==> config.mk <==
export PLATFORM = sky130hd
export DESIGN_NAME = sdram_cpu_sched
export DESIGN_NICKNAME = d
export VERILOG_FILES = /design/src/rtl/sdram_pkg.sv /design/src/rtl/sdram_refresh_timer.sv /design/src/rtl/sdram_cpu_sched.sv
export SDC_FILE = /design/constraint.sdc
export NUM_CORES = 1
export LEC_CHECK = 0
export BUFFER_PORTS_ARGS = -buffer_cell sky130_fd_sc_hd__clkbuf_2
export CAP_MARGIN = 15
export CORE_MARGIN = 3
export CORE_UTILIZATION = 45
export CTS_CLUSTER_DIAMETER = 40
export DETAILED_ROUTE_END_ITERATION = 10
export PLACE_DENSITY = 0.75
export SETUP_SLACK_MARGIN = 0.02
export SYNTH_ARGS = -nofsm -noshare
export SYNTH_HDL_FRONTEND = slang
export SYNTH_SLANG_ARGS = --single-unit
==> constraint.sdc <==
create_clock -name clk -period 1.9 [get_ports clk]
set_input_delay 0.19 -clock clk [delete_from_list [all_inputs] [get_ports clk]]
set_output_delay 0.19 -clock clk [all_outputs]
set_load 0.03 [all_outputs]
==> src/rtl/sdram_pkg.sv <==
// Shared types and constants for the SDRAM CPU scheduler.
// Command kinds, FSM states, bus widths and the byte-strobe mapping.
package sdram_pkg;

    localparam int SD_AW        = 21;
    localparam int SD_DW        = 32;
    localparam int EDGE_TIMEOUT = 4;

    typedef enum logic [1:0] {
        KIND_RD,
        KIND_WR,
        KIND_REF
    } kind_t;

    typedef enum logic [2:0] {
        S_IDLE,
        S_ISSUE,
        S_WAIT_BUSY,
        S_WAIT_DONE,
        S_GAP
    } state_t;

    // A 16-bit CPU word sits in the upper or lower half of the
    // 32-bit SDRAM word depending on the CPU word address LSB.
    function automatic logic [3:0] map_ds(
        input logic a0,
        input logic uds,
        input logic lds
    );
        return a0 ? {uds, lds, 2'b00} : {2'b00, uds, lds};
    endfunction

endpackage

==> src/rtl/sdram_refresh_timer.sv <==
// Periodic refresh request generator for the SDRAM scheduler.
// Ports: clk, reset (sync, high), clear (refresh taken), pending (request).
module sdram_refresh_timer #(
    parameter int REFRESH_CYCLES = 250
) (
    input  logic clk,
    input  logic reset,
    input  logic clear,
    output logic pending
);

    localparam int CW = $clog2(REFRESH_CYCLES);

    logic [CW-1:0] cnt;
    logic          wrap;

    assign wrap = (cnt == CW'(REFRESH_CYCLES - 1));

    // A wrap while already pending is simply absorbed; a wrap in the
    // same cycle as a clear starts a fresh request.
    always_ff @(posedge clk) begin
        if (reset) begin
            cnt     <= '0;
            pending <= 1'b0;
        end else begin
            cnt <= wrap ? '0 : cnt + CW'(1);
            if (wrap) begin
                pending <= 1'b1;
            end else if (clear) begin
                pending <= 1'b0;
            end
        end
    end

endmodule

==> src/rtl/sdram_cpu_sched.sv <==
// Converts 16-bit 68000-style CPU cycles and periodic refreshes into
// single cs-edge SDRAM commands. Ports: cpu_* (CPU side), sd_* (controller).
module sdram_cpu_sched
    import sdram_pkg::*;
#(
    parameter int REFRESH_CYCLES = 250,
    parameter int CPU_AW         = 22
) (
    input  logic              clk,
    input  logic              reset,
    input  logic              cpu_req,
    input  logic              cpu_we,
    input  logic [CPU_AW-1:0] cpu_addr,
    input  logic              cpu_uds,
    input  logic              cpu_lds,
    input  logic [15:0]       cpu_din,
    output logic [15:0]       cpu_dout,
    output logic              cpu_ack,
    input  logic              sd_ready,
    input  logic              sd_cmd_ready,
    output logic              sd_cs,
    output logic              sd_we,
    output logic              sd_refresh,
    output logic [SD_AW-1:0]  sd_addr,
    output logic [3:0]        sd_ds,
    output logic [SD_DW-1:0]  sd_din,
    input  logic [SD_DW-1:0]  sd_dout,
    input  logic              sd_dout_valid
);

    localparam int TW = $clog2(EDGE_TIMEOUT);

    state_t        state;
    state_t        state_n;
    kind_t         kind;
    logic [TW-1:0] tmo;
    logic          a0;
    logic          ack_ok;
    logic          ref_pending;
    logic          ref_clear;
    logic          take_ref;
    logic          take_cpu;
    logic          tmo_inc;
    logic          rd_done;
    logic          wr_done;
    logic          cs_n;

    sdram_refresh_timer #(
        .REFRESH_CYCLES(REFRESH_CYCLES)
    ) u_timer (
        .clk    (clk),
        .reset  (reset),
        .clear  (ref_clear),
        .pending(ref_pending)
    );

    always_ff @(posedge clk) begin
        if (reset) begin
            state <= S_IDLE;
        end else begin
            state <= state_n;
        end
    end

    always_comb begin
        state_n   = state;
        take_ref  = 1'b0;
        take_cpu  = 1'b0;
        tmo_inc   = 1'b0;
        ref_clear = 1'b0;
        rd_done   = 1'b0;
        wr_done   = 1'b0;
        unique case (state)
            S_IDLE: begin
                if (sd_ready && sd_cmd_ready) begin
                    if (ref_pending) begin
                        take_ref = 1'b1;
                        state_n  = S_ISSUE;
                    end else if (cpu_req) begin
                        take_cpu = 1'b1;
                        state_n  = S_ISSUE;
                    end
                end
            end
            S_ISSUE: begin
                state_n = S_WAIT_BUSY;
            end
            S_WAIT_BUSY: begin
                // The refresh request is only retired once the controller
                // has seen the edge, so a lost edge reissues it.
                if (!sd_cmd_ready) begin
                    state_n   = S_WAIT_DONE;
                    ref_clear = (kind == KIND_REF);
                end else if (tmo == TW'(EDGE_TIMEOUT - 1)) begin
                    state_n = S_GAP;
                end else begin
                    tmo_inc = 1'b1;
                end
            end
            S_WAIT_DONE: begin
                unique case (kind)
                    KIND_RD: begin
                        if (sd_dout_valid) begin
                            rd_done = 1'b1;
                            state_n = S_GAP;
                        end
                    end
                    KIND_WR: begin
                        if (sd_cmd_ready) begin
                            wr_done = 1'b1;
                            state_n = S_GAP;
                        end
                    end
                    default: begin
                        if (sd_cmd_ready) begin
                            state_n = S_GAP;
                        end
                    end
                endcase
            end
            S_GAP: begin
                state_n = S_IDLE;
            end
            default: begin
                state_n = S_IDLE;
            end
        endcase
    end

    // cs is registered from the next state so the controller sees a
    // clean, glitch-free edge; GAP and IDLE both hold it low.
    assign cs_n = (state_n == S_ISSUE) ||
                  (state_n == S_WAIT_BUSY) ||
                  (state_n == S_WAIT_DONE);

    always_ff @(posedge clk) begin
        if (reset) begin
            kind       <= KIND_RD;
            tmo        <= '0;
            a0         <= 1'b0;
            ack_ok     <= 1'b0;
            sd_cs      <= 1'b0;
            sd_we      <= 1'b0;
            sd_refresh <= 1'b0;
            sd_addr    <= '0;
            sd_ds      <= '0;
            sd_din     <= '0;
            cpu_dout   <= '0;
            cpu_ack    <= 1'b0;
        end else begin
            sd_cs   <= cs_n;
            cpu_ack <= 1'b0;
            // Once the CPU abandons the cycle its ack is never delivered.
            if (!cpu_req) begin
                ack_ok <= 1'b0;
            end
            if (take_ref) begin
                kind       <= KIND_REF;
                sd_refresh <= 1'b1;
                sd_we      <= 1'b0;
                tmo        <= '0;
            end
            if (take_cpu) begin
                kind       <= cpu_we ? KIND_WR : KIND_RD;
                sd_refresh <= 1'b0;
                sd_we      <= cpu_we;
                sd_addr    <= cpu_addr[CPU_AW-1:1];
                sd_ds      <= map_ds(cpu_addr[0], cpu_uds, cpu_lds);
                sd_din     <= {cpu_din, cpu_din};
                a0         <= cpu_addr[0];
                ack_ok     <= 1'b1;
                tmo        <= '0;
            end
            if (tmo_inc) begin
                tmo <= tmo + TW'(1);
            end
            if (rd_done) begin
                cpu_dout <= a0 ? sd_dout[31:16] : sd_dout[15:0];
                cpu_ack  <= ack_ok && cpu_req;
            end
            if (wr_done) begin
                cpu_ack <= ack_ok && cpu_req;
            end
        end
    end

endmodule

==> reports/results.txt, run 1 <==
worst slew pin tran -> 495 ps
hpwl dp -> 6240 um
core area -> 7450 um2
Worst Hold Class -> primary input to flop
Max Slew Vio Count -> 0
Worst-path clk slew -> 80 ps
Hold Slack -> 72.8 ps
endpoints failing hold -> 0
global-route usage over all layers -> 18.5%
WL met2 -> 4170 um
synth unique cells -> 46
fraction of registers with async set or reset after synthesis -> 0%
Hold Startpoint -> cpu_din[6]
# port buffers -> 155
power per cell area -> 777 nW/um2
Tmin final -> 1460 ps
WL met3 -> 639 um
CTS tree -> done
share of layout cells above drive strength 1 -> 38.1%
Reg-to-Reg Start -> state[1]$_SDFF_PP0_
Max-Cap Viols -> 0
Mapped Cells -> 396
Hold-fix buffers, CTS -> 0
Avg Inst Size Synth -> 8.99 um2
Worst Slack Setup Final -> 445 ps
total power -> 3400 uW
Antenna Nets Post-Route -> 0
status -> completed
Post-CTS Resized -> 0
RSZ-0062 raised after global routing -> no
TNS Setup -> 0 ps
hold path cells -> 3
die area -> 9010 um2
Inserted Diodes -> 0
Die X -> 94.9 um
DRT Pass-1 Iters -> 5
Synth Flop Type -> dfxtp_1
IO Pins -> 156
final wirelength -> 8620 um
wire length on met1 -> 3640 um
drt wl/cell -> 13.8 um
FF+latch count, synth -> 78
Critical Path AT -> 1700 ps
vias -> 3324
vias per cell -> 5.33
maximum VDD drop -> 0.470 mV
warning count from the yosys run -> 0
Setup Skew -> 10.0 ps
Worst-Skew Late Latency -> 340 ps
Final setup viols -> 0
Clock Tree Buf Depth -> 2
number of enable flip-flop cells after synthesis -> 0
H-tree depth -> 3
# DRC -> 0
vias in the first global route -> 3007
FMAX -> 687 MHz
Min-Delay Endpoint -> sd_din[22]$_SDFFE_PP0P_
largest net degree at the start of global routing -> 45
max_slew headroom -> 66.9%
fillcell total -> 699
grt ovf -> 0
nets -> 602
first-pass GRT wire length -> 13400 um
crit share post-route -> 76.6%
CP Class -> flop to flop
final weighted congestion in routability-driven placement -> 0.760
r2r worst-path depth -> 4
# clock sinks -> 78
highest routed layer -> met4
Worst Path Required -> 2150 ps
CP Capture Type -> flop
Seq/Total Area, Yosys -> 43.9%
LEAKAGE -> 0.00179 uW
antenna violations before repair -> 0
syn nets -> 478
r2r endpoint -> cpu_dout[5]$_SDFFE_PP0P_
worst slack, placed -> 450 ps
mapped cell area -> 3560 um2
Clk Tree Root Cell -> clkbuf_8
postcts setup bufs -> 0
Die Span Y -> 94.9 um
crit path launch type -> flop
Syn-to-layout area delta -> 22.9%
crit path launch -> state[1]$_SDFF_PP0_
number of DRC markers in iteration 0 -> 210
row cnt -> 31
TritonCTS Buffers -> 9
Initial Utilization -> 47.8%
register-to-register path setup slack -> 440 ps
CP Max Fanout -> 16
worst max-delay path, stage by stage, from the launching register on:
cell	delay [ps]
dfxtp_1	550
nor2b_1	270
buf_4	250
a21oi_1	80
a211oi_1	220
through the flow:
stage               std cells  util, %  cell area (um2)
floorplan                 396        -             3560
global placement          608     56.4             4200
detailed placement        608     56.4             4200
CTS                       624     58.7             4370
global route              624     58.7             4370
finish                    624     58.7             4370
how the worst max path moves through the flow:
| stage | endpoint | slack (ps) | cells past startpoint |
|---|---|---|---|
| 6_report | cpu_dout[5]$_SDFFE_PP0P_ | 440 | 4 |
| 4_1_cts | tmo[1]$_SDFFE_PP0P_ | 440 | 4 |
| 2_1_floorplan | cpu_dout[10]$_SDFFE_PP0P_ | 500 | 6 |
| 3_3_place_gp | tmo[1]$_SDFFE_PP0P_ | 500 | 4 |
| 3_5_place_dp | tmo[1]$_SDFFE_PP0P_ | 450 | 4 |
| 5_1_grt | cpu_dout[1]$_SDFFE_PP0P_ | 310 | 4 |
kinds of logic after synthesis:
| family | Yosys count | synth area share (%) |
|---|---|---|
| xor gates and xnor gates | 3 | 0.739 |
| DFF | 78 | 43.9 |
| AOI/OAI and AO/OA | 145 | 24.1 |
| buffers and inverters | 61 | 11.2 |
| adders and majority gates | 3 | 1.05 |
| muxes | 17 | 4.82 |
| and+or+nand+nor | 89 | 14.3 |
layout make-up:
cell class / instances / area [um2] / share of cell area, %
multi-input cells: 257 / 1610 / 36.7
flip-flops and latches: 78 / 1560 / 35.7
repair buffers: 168 / 886 / 20.3
clock buffers: 10 / 138 / 3.15
well taps: 99 / 124 / 2.83
clock inverters: 6 / 37.5 / 0.858
inverters: 6 / 22.5 / 0.515
cells in the mapped netlist, types with 2 or more instances:
library cell	instances	area (um2)
nor2_1	9	33.8
a21oi_1	70	350
or3_1	3	18.8
buf_6	9	101
nand4b_1	4	35.0
nand3_1	44	220
buf_2	12	60.1
xor2_1	2	17.5
ha_1	3	37.5
a2111oi_0	2	17.5
nor4_1	2	12.5
a211oi_2	10	125
buf_4	20	150
a41o_1	2	20.0
nand2_1	7	26.3
inv_1	6	22.5
mux2i_1	16	160
dfxtp_1	78	1560
a211oi_1	7	52.6
nand2b_1	4	25.0
nand4_1	5	31.3
clkbuf_1	12	45.0
o21ai_0	7	35.0
o21ai_1	40	200
sequential cells by signal, indices dropped and copies added (netlist names):
signal / count
sd_addr: 21
cpu_dout: 16
sd_din: 16
u_timer.cnt: 8
sd_ds: 4
state: 3
tmo: 2
a0: 1
ack_ok: 1
cpu_ack: 1
kind: 1
sd_cs: 1
sd_refresh: 1
sd_we: 1
u_timer.pending: 1
power breakdown:
| part | internal, uW | leakage (uW) | switching [uW] | total [uW] |
|---|---|---|---|---|
| registers | 1690 | 0.000632 | 41.9 | 1730 |
| clock network | 502 | 0.0000841 | 579 | 1080 |
| logic | 208 | 0.00107 | 384 | 591 |
| total | 2390 | 0.00179 | 1000 | 3400 |
placed cells by master (no fill, tap or decap), types with 3 or more instances in the layout:
master and count:
a211oi_1 7, a211oi_2 10, a21oi_1 70, buf_4 12
clkbuf_2 155, clkbuf_8 10, clkinv_2 3, clkinvlp_4 3
dfxtp_1 78, ha_1 3, inv_1 6, mux2i_1 16
nand2_1 7, nand2b_1 4, nand3_1 44, nand4_1 5
nand4b_1 4, nor2_1 9, o21ai_0 7, o21ai_1 40
or3_1 3
layer usage:
metal  up-vias  track usage, %
met5         -               0
met4         0            7.57
met3        15            4.22
met2       116            31.9
met1      1520            22.1
li1       1673               -
Note: power is estimated with default switching activity, not from simulation.
==> inputs of run 2 (changes only) <==
Clock period 1.9 ns to 1.4 ns, I/O delays scaled along.
==> reports/results.txt, run 2 (same netlist as run 1, synthesis figures left out) <==
status -> completed (unchanged)
number of DRC markers in iteration 0 -> 133 (was 210)
Worst Path Required -> 1680 ps (was 2150 ps)
Inserted Diodes -> 0 (unchanged)
crit share post-route -> 98.7% (was 76.6%)
final weighted congestion in routability-driven placement -> 0.797 (was 0.760)
TritonCTS Buffers -> 9 (unchanged)
global-route usage over all layers -> 19.1% (was 18.5%)
most common cell after layout, fill and taps aside -> clkbuf_2 (unchanged)
vias in the first global route -> 3070 (was 3007)
worst slack, placed -> -16.9 ps (was 450 ps)
DP Cell Count -> 616 (was 608)
endpoints failing hold -> 0 (unchanged)
Crit path top cell by count -> buf_6
Reg-to-Reg Start -> state[2]$_SDFF_PP0_ (was state[1]$_SDFF_PP0_)
largest net degree at the start of global routing -> 44 (was 45)
RSZ-0062 raised after global routing -> yes (was no)
Hold Startpoint -> cpu_din[14] (was cpu_din[6])
maximum VDD drop -> 0.622 mV (was 0.470 mV)
Worst-path clk slew -> 90 ps (was 80 ps)
# DRC -> 0 (unchanged)
CP max stage delay -> 380 ps (was 550 ps)
Tmin final -> 1380 ps (was 1460 ps)
CTS tree -> done (unchanged)
Layout Cells excl Fill -> 639 (was 624)
first-pass GRT wire length -> 13900 um (was 13400 um)
grt ovf -> 0 (unchanged)
die area -> 9010 um2 (unchanged)
# port buffers -> 155 (unchanged)
core area -> 7450 um2 (unchanged)
final wirelength -> 9400 um (was 8620 um)
Min-Delay Endpoint -> sd_din[30]$_SDFFE_PP0P_ (was sd_din[22]$_SDFFE_PP0P_)
Top Registers -> sd_addr (21), cpu_dout (16), sd_din (16) (unchanged)
CP Class -> flop to flop (unchanged)
DRT Pass-1 Iters -> 5 (unchanged)
Max Slew Vio Count -> 0 (unchanged)
Final Util -> 62.6% (was 58.7%)
cell chain of the critical path -> buf_6 -> nor3_4 -> buf_6 -> buf_8 -> nand4_1 -> a21oi_2 (was nor2b_1 -> buf_4 -> a21oi_1 -> a211oi_1)
crit path launch -> state[2]$_SDFF_PP0_ (was state[1]$_SDFF_PP0_)
Largest Register -> sd_addr (unchanged)
CP delay by family, top -> buffers and inverters (was flip-flops)
Die X -> 94.9 um (unchanged)
drt wl/cell -> 14.7 um (was 13.8 um)
Hold Slack -> 11.9 ps (was 72.8 ps)
Antenna Nets Post-Route -> 0 (unchanged)
r2r endpoint -> sd_refresh$_SDFFE_PP0P_ (was cpu_dout[5]$_SDFFE_PP0P_)
max reg flops -> 21 (unchanged)
vias -> 3459 (was 3324)
Max-Cap Viols -> 0 (unchanged)
antenna violations before repair -> 0 (unchanged)
Worst-Skew Late Latency -> 350 ps (was 340 ps)
share of layout cells above drive strength 1 -> 42.6% (was 38.1%)
crit path launch type -> flop (unchanged)
Setup Skew -> 12.6 ps (was 10.0 ps)
# clock sinks -> 78 (unchanged)
power per cell area -> 1040 nW/um2 (was 777 nW/um2)
LEAKAGE -> 0.00192 uW (was 0.00179 uW)
register-to-register path setup slack -> 20 ps (was 440 ps)
vias per cell -> 5.41 (was 5.33)
max_slew headroom -> 78.2% (was 66.9%)
Final setup viols -> 0 (unchanged)
Critical Path AT -> 1660 ps (was 1700 ps)
CP Capture Type -> flop (unchanged)
nets -> 617 (was 602)
Initial Utilization -> 47.8% (unchanged)
Worst path slowest cell -> dfxtp_4 (was dfxtp_1)
Worst Slack Setup Final -> 17.7 ps (was 445 ps)
worst slew pin tran -> 326 ps (was 495 ps)
Die Span Y -> 94.9 um (unchanged)
most frequent cells in the layout -> clkbuf_2 (155), dfxtp_1 (73), a21oi_1 (67) (was clkbuf_2 (155), dfxtp_1 (78), a21oi_1 (70))
Clk Tree Root Cell -> clkbuf_8 (unchanged)
Buf+Inv Stages, Crit Path -> 3 (was 1)
Syn-to-layout area delta -> 31.1% (was 22.9%)
CP Max Fanout -> 6 (was 16)
hpwl dp -> 6450 um (was 6240 um)
FMAX -> 723 MHz (was 687 MHz)
r2r worst-path depth -> 6 (was 4)
row cnt -> 31 (unchanged)
H-tree depth -> 3 (unchanged)
Worst Hold Class -> primary input to flop (unchanged)
Clock Tree Buf Depth -> 2 (unchanged)
hold path cells -> 3 (unchanged)
IO Pins -> 156 (unchanged)
-- run 2: layout make-up --
type	instances	area, um2
clock buffers	9	124
fillers	671	2780
multi-input cells	258	1670
clock inverters	7	57.6
flip-flops and latches	78	1570
well taps	99	124
repair buffers	182	1100
inverters	6	22.5
-- run 2: how the worst max path moves through the flow --
stage                                end  slack (ps)  depth (start not counted)
6_report         sd_refresh$_SDFFE_PP0P_          20                          6
5_1_grt              state[0]$_SDFF_PP0_         -20                          3
4_1_cts                 sd_cs$_SDFF_PP0_          30                          4
3_3_place_gp         state[0]$_SDFF_PP0_          50                          3
3_5_place_dp         tmo[0]$_SDFFE_PP0P_         -20                          5
2_1_floorplan  cpu_dout[10]$_SDFFE_PP0P_          10                          7
-- run 2: stage by stage --
| step | setup TNS (ps) | area [um2] | total power (uW) |
|---|---|---|---|
| floorplan | 0 | 3560 | 2980 |
| global placement | 0 | 4310 | 3240 |
| detailed placement | -28.0 | 4310 | 3250 |
| CTS | 0 | 4510 | 4810 |
| global route | -76.3 | 4660 | 5070 |
| finish | 0 | 4660 | 4850 |
-- run 2: report_power, final --
| group | internal, uW | switching, uW |
|---|---|---|
| clock network | 668 | 884 |
| logic | 390 | 569 |
| registers | 2290 | 50.0 |
-- run 2: what timing repair did --
action | CTS | global route
endpoints found under the hold margin | 1 | 0
buffers inserted | 0 | 3
hold buffers | 1 | 0
gates resized for setup | 5 | 28
endpoints found under the setup margin | 10 | 63
gates cloned | 0 | 3
pin swaps | 0 | 10
-- run 2: tightest hold or removal path, cell delays in order --
cell      delay, ps
clkbuf_2         80
nand3_1          50
a21oi_1          50
-- run 2: per-layer routing --
metal,up-vias,GRT usage [%],share of wire [%]
li1,1712,-,-
met2,117,33.2,49
met4,0,5.05,0.97
met1,1622,23.2,43
met5,-,0,0
met3,8,5.18,7.0
==> inputs of run 3 (changes only) <==
Settings changed: CELL_PAD_IN_SITES_DETAIL_PLACEMENT set to 1, CELL_PAD_IN_SITES_GLOBAL_PLACEMENT set to 2, CORE_UTILIZATION 45 to 26, PLACE_DENSITY 0.75 to 0.76.
==> reports/results.txt, run 3 (same netlist as run 1, synthesis figures left out) <==
status -> completed (unchanged)
CP Class -> flop to flop (unchanged)
max reg flops -> 21 (unchanged)
number of DRC markers in iteration 0 -> 208 (was 133)
max_slew headroom -> 74.1% (was 78.2%)
antenna violations before repair -> 0 (unchanged)
IO Pins -> 156 (unchanged)
Critical Path AT -> 1630 ps (was 1660 ps)
vias -> 3523 (was 3459)
Inserted Diodes -> 0 (unchanged)
core area -> 13300 um2 (was 7450 um2)
Initial Utilization -> 26.8% (was 47.8%)
vias in the first global route -> 3370 (was 3070)
Worst Hold Class -> primary input to flop (unchanged)
grt ovf -> 0 (unchanged)
CP max stage delay -> 340 ps (was 380 ps)
Final setup viols -> 0 (unchanged)
Max-Cap Viols -> 0 (unchanged)
Syn-to-layout area delta -> 39.6% (was 31.1%)
fillcell total -> 1589 (was 671)
Max Slew Vio Count -> 0 (unchanged)
Die X -> 123 um (was 94.9 um)
Worst-Skew Late Latency -> 340 ps (was 350 ps)
most frequent cells in the layout -> clkbuf_2 (155), dfxtp_1 (75), a21oi_1 (64) (was clkbuf_2 (155), dfxtp_1 (73), a21oi_1 (67))
Worst Slack Setup Final -> 42.2 ps (was 17.7 ps)
Clock Tree Buf Depth -> 2 (unchanged)
maximum VDD drop -> 0.467 mV (was 0.622 mV)
global-route usage over all layers -> 14.4% (was 19.1%)
Worst Path Required -> 1680 ps (about the same)
nets -> 623 (was 617)
most common cell after layout, fill and taps aside -> clkbuf_2 (unchanged)
Placed Instance Area -> 4460 um2 (was 4310 um2)
final weighted congestion in routability-driven placement -> 0.762 (was 0.797)
worst slack, placed -> -6.68 ps (was -16.9 ps)
largest net degree at the start of global routing -> 43 (was 44)
final wirelength -> 11700 um (was 9400 um)
cell chain of the critical path -> buf_4 -> nor3_4 -> buf_4 -> clkbuf_16 -> nand3_1 -> a21oi_1 (was buf_6 -> nor3_4 -> buf_6 -> buf_8 -> nand4_1 -> a21oi_2)
crit share post-route -> 97.0% (was 98.7%)
DRT Pass-1 Iters -> 4 (was 5)
FMAX -> 736 MHz (was 723 MHz)
Crit path top cell by count -> buf_4 (was buf_6)
Buf+Inv Stages, Crit Path -> 3 (unchanged)
Clk Tree Root Cell -> clkbuf_16 (was clkbuf_8)
die area -> 15100 um2 (was 9010 um2)
Worst path slowest cell -> dfxtp_2 (was dfxtp_4)
# DRC -> 0 (unchanged)
LEAKAGE -> 0.00202 uW (was 0.00192 uW)
H-tree depth -> 3 (unchanged)
Die Span Y -> 123 um (was 94.9 um)
Antenna Nets Post-Route -> 0 (unchanged)
CP delay by family, top -> buffers and inverters (unchanged)
design area -> 4970 um2 (was 4660 um2)
row cnt -> 42 (was 31)
CP Capture Type -> flop (unchanged)
worst slew pin tran -> 388 ps (was 326 ps)
drt wl/cell -> 16.2 um (was 14.7 um)
crit path launch type -> flop (unchanged)
Top Registers -> sd_addr (21), cpu_dout (16), sd_din (16) (unchanged)
CTS tree -> done (unchanged)
TritonCTS Buffers -> 9 (unchanged)
CP Max Fanout -> 14 (was 6)
endpoints failing hold -> 0 (unchanged)
Largest Register -> sd_addr (unchanged)
# clock sinks -> 78 (unchanged)
total power -> 5800 uW (was 4850 uW)
Setup Skew -> 6.32 ps (was 12.6 ps)
Hold-fix buffers, CTS -> 0 (was 1)
RSZ-0062 raised after global routing -> yes (unchanged)
share of layout cells above drive strength 1 -> 44.1% (was 42.6%)
first-pass GRT wire length -> 17200 um (was 13900 um)
Tmin final -> 1360 ps (was 1380 ps)
Worst-path clk slew -> 60 ps (was 90 ps)
# port buffers -> 155 (unchanged)
power per cell area -> 1170 nW/um2 (was 1040 nW/um2)
vias per cell -> 4.88 (was 5.41)
hpwl dp -> 8030 um (was 6450 um)
TNS Setup -> 0 ps (unchanged)
Hold Slack -> 31.0 ps (was 11.9 ps)
## run 3: changes by cell type in the layout (fill, tap and decap cells not counted), moves of 4 or more
cell / before / now
clkbuf_16: 1 / 11
clkbuf_8: 9 / 1
buf_4: 13 / 20
a211oi_1: 6 / 2
a211oi_2: 11 / 15
## run 3: final cells by class
class                           instances  area, um2  area share (%)
Clock inverter                          5       58.8            1.18
Multi-Input combinational cell        258       1690            34.0
Sequential cell                        78       1570            31.5
Tap cell                              176        220            4.43
Inverter                                6       22.5           0.453
Timing Repair Buffer                  188       1170            23.5
Clock buffer                           11        243            4.89
## run 3: through the flow
stage               util [%]  instances
detailed placement      33.6        697
global route            37.4        722
finish                  37.4        722
floorplan                  -        396
CTS                     35.9        713
global placement        33.6        697
## run 3: worst reg2reg max path: stages (launching register included)
cell	delay [ps]
dfxtp_2	340
buf_4	140
nor3_4	260
buf_4	180
clkbuf_16	170
nand3_1	90
a21oi_1	120
## run 3: per-layer routing
metal,routed length [um],share of wire (%),track usage (%),vias up
met1,5170,44,18.2,1691
met2,5680,48,23.6,98
li1,-,-,-,1724
met5,0,0,0,-
met4,147,1.3,5.19,0
met3,736,6.3,3.84,10
## run 3: power by group
part	internal [uW]	leakage (uW)	switching, uW
Sequential	2290	0.000633	51.0
Combinational	456	0.00125	633
Clock	1430	0.000142	944
Total	4180	0.00202	1630
## run 3: worst paths after layout
kind / startpoint / end / slack [ps] / cells after the start
min reg2reg: ack_ok$_SDFFE_PP0P_ / cpu_ack$_SDFF_PP0_ / 460 / 2
min: cpu_din[3] / sd_din[19]$_SDFFE_PP0P_ / 30 / 3
max: state[0]$_SDFF_PP0_ / sd_addr[14]$_SDFFE_PP0P_ / 40 / 6
max reg2reg: state[0]$_SDFF_PP0_ / sd_addr[14]$_SDFFE_PP0P_ / 40 / 6
## run 3: what timing repair did
action / 4_1_cts / 5_1_grt
setup buffers: 0 / 5
pin swaps: 0 / 20
endpoints found under the setup margin: 21 / 41
cloned: 0 / 4
resized for setup: 3 / 28
endpoints found under the hold margin: 0 / 0
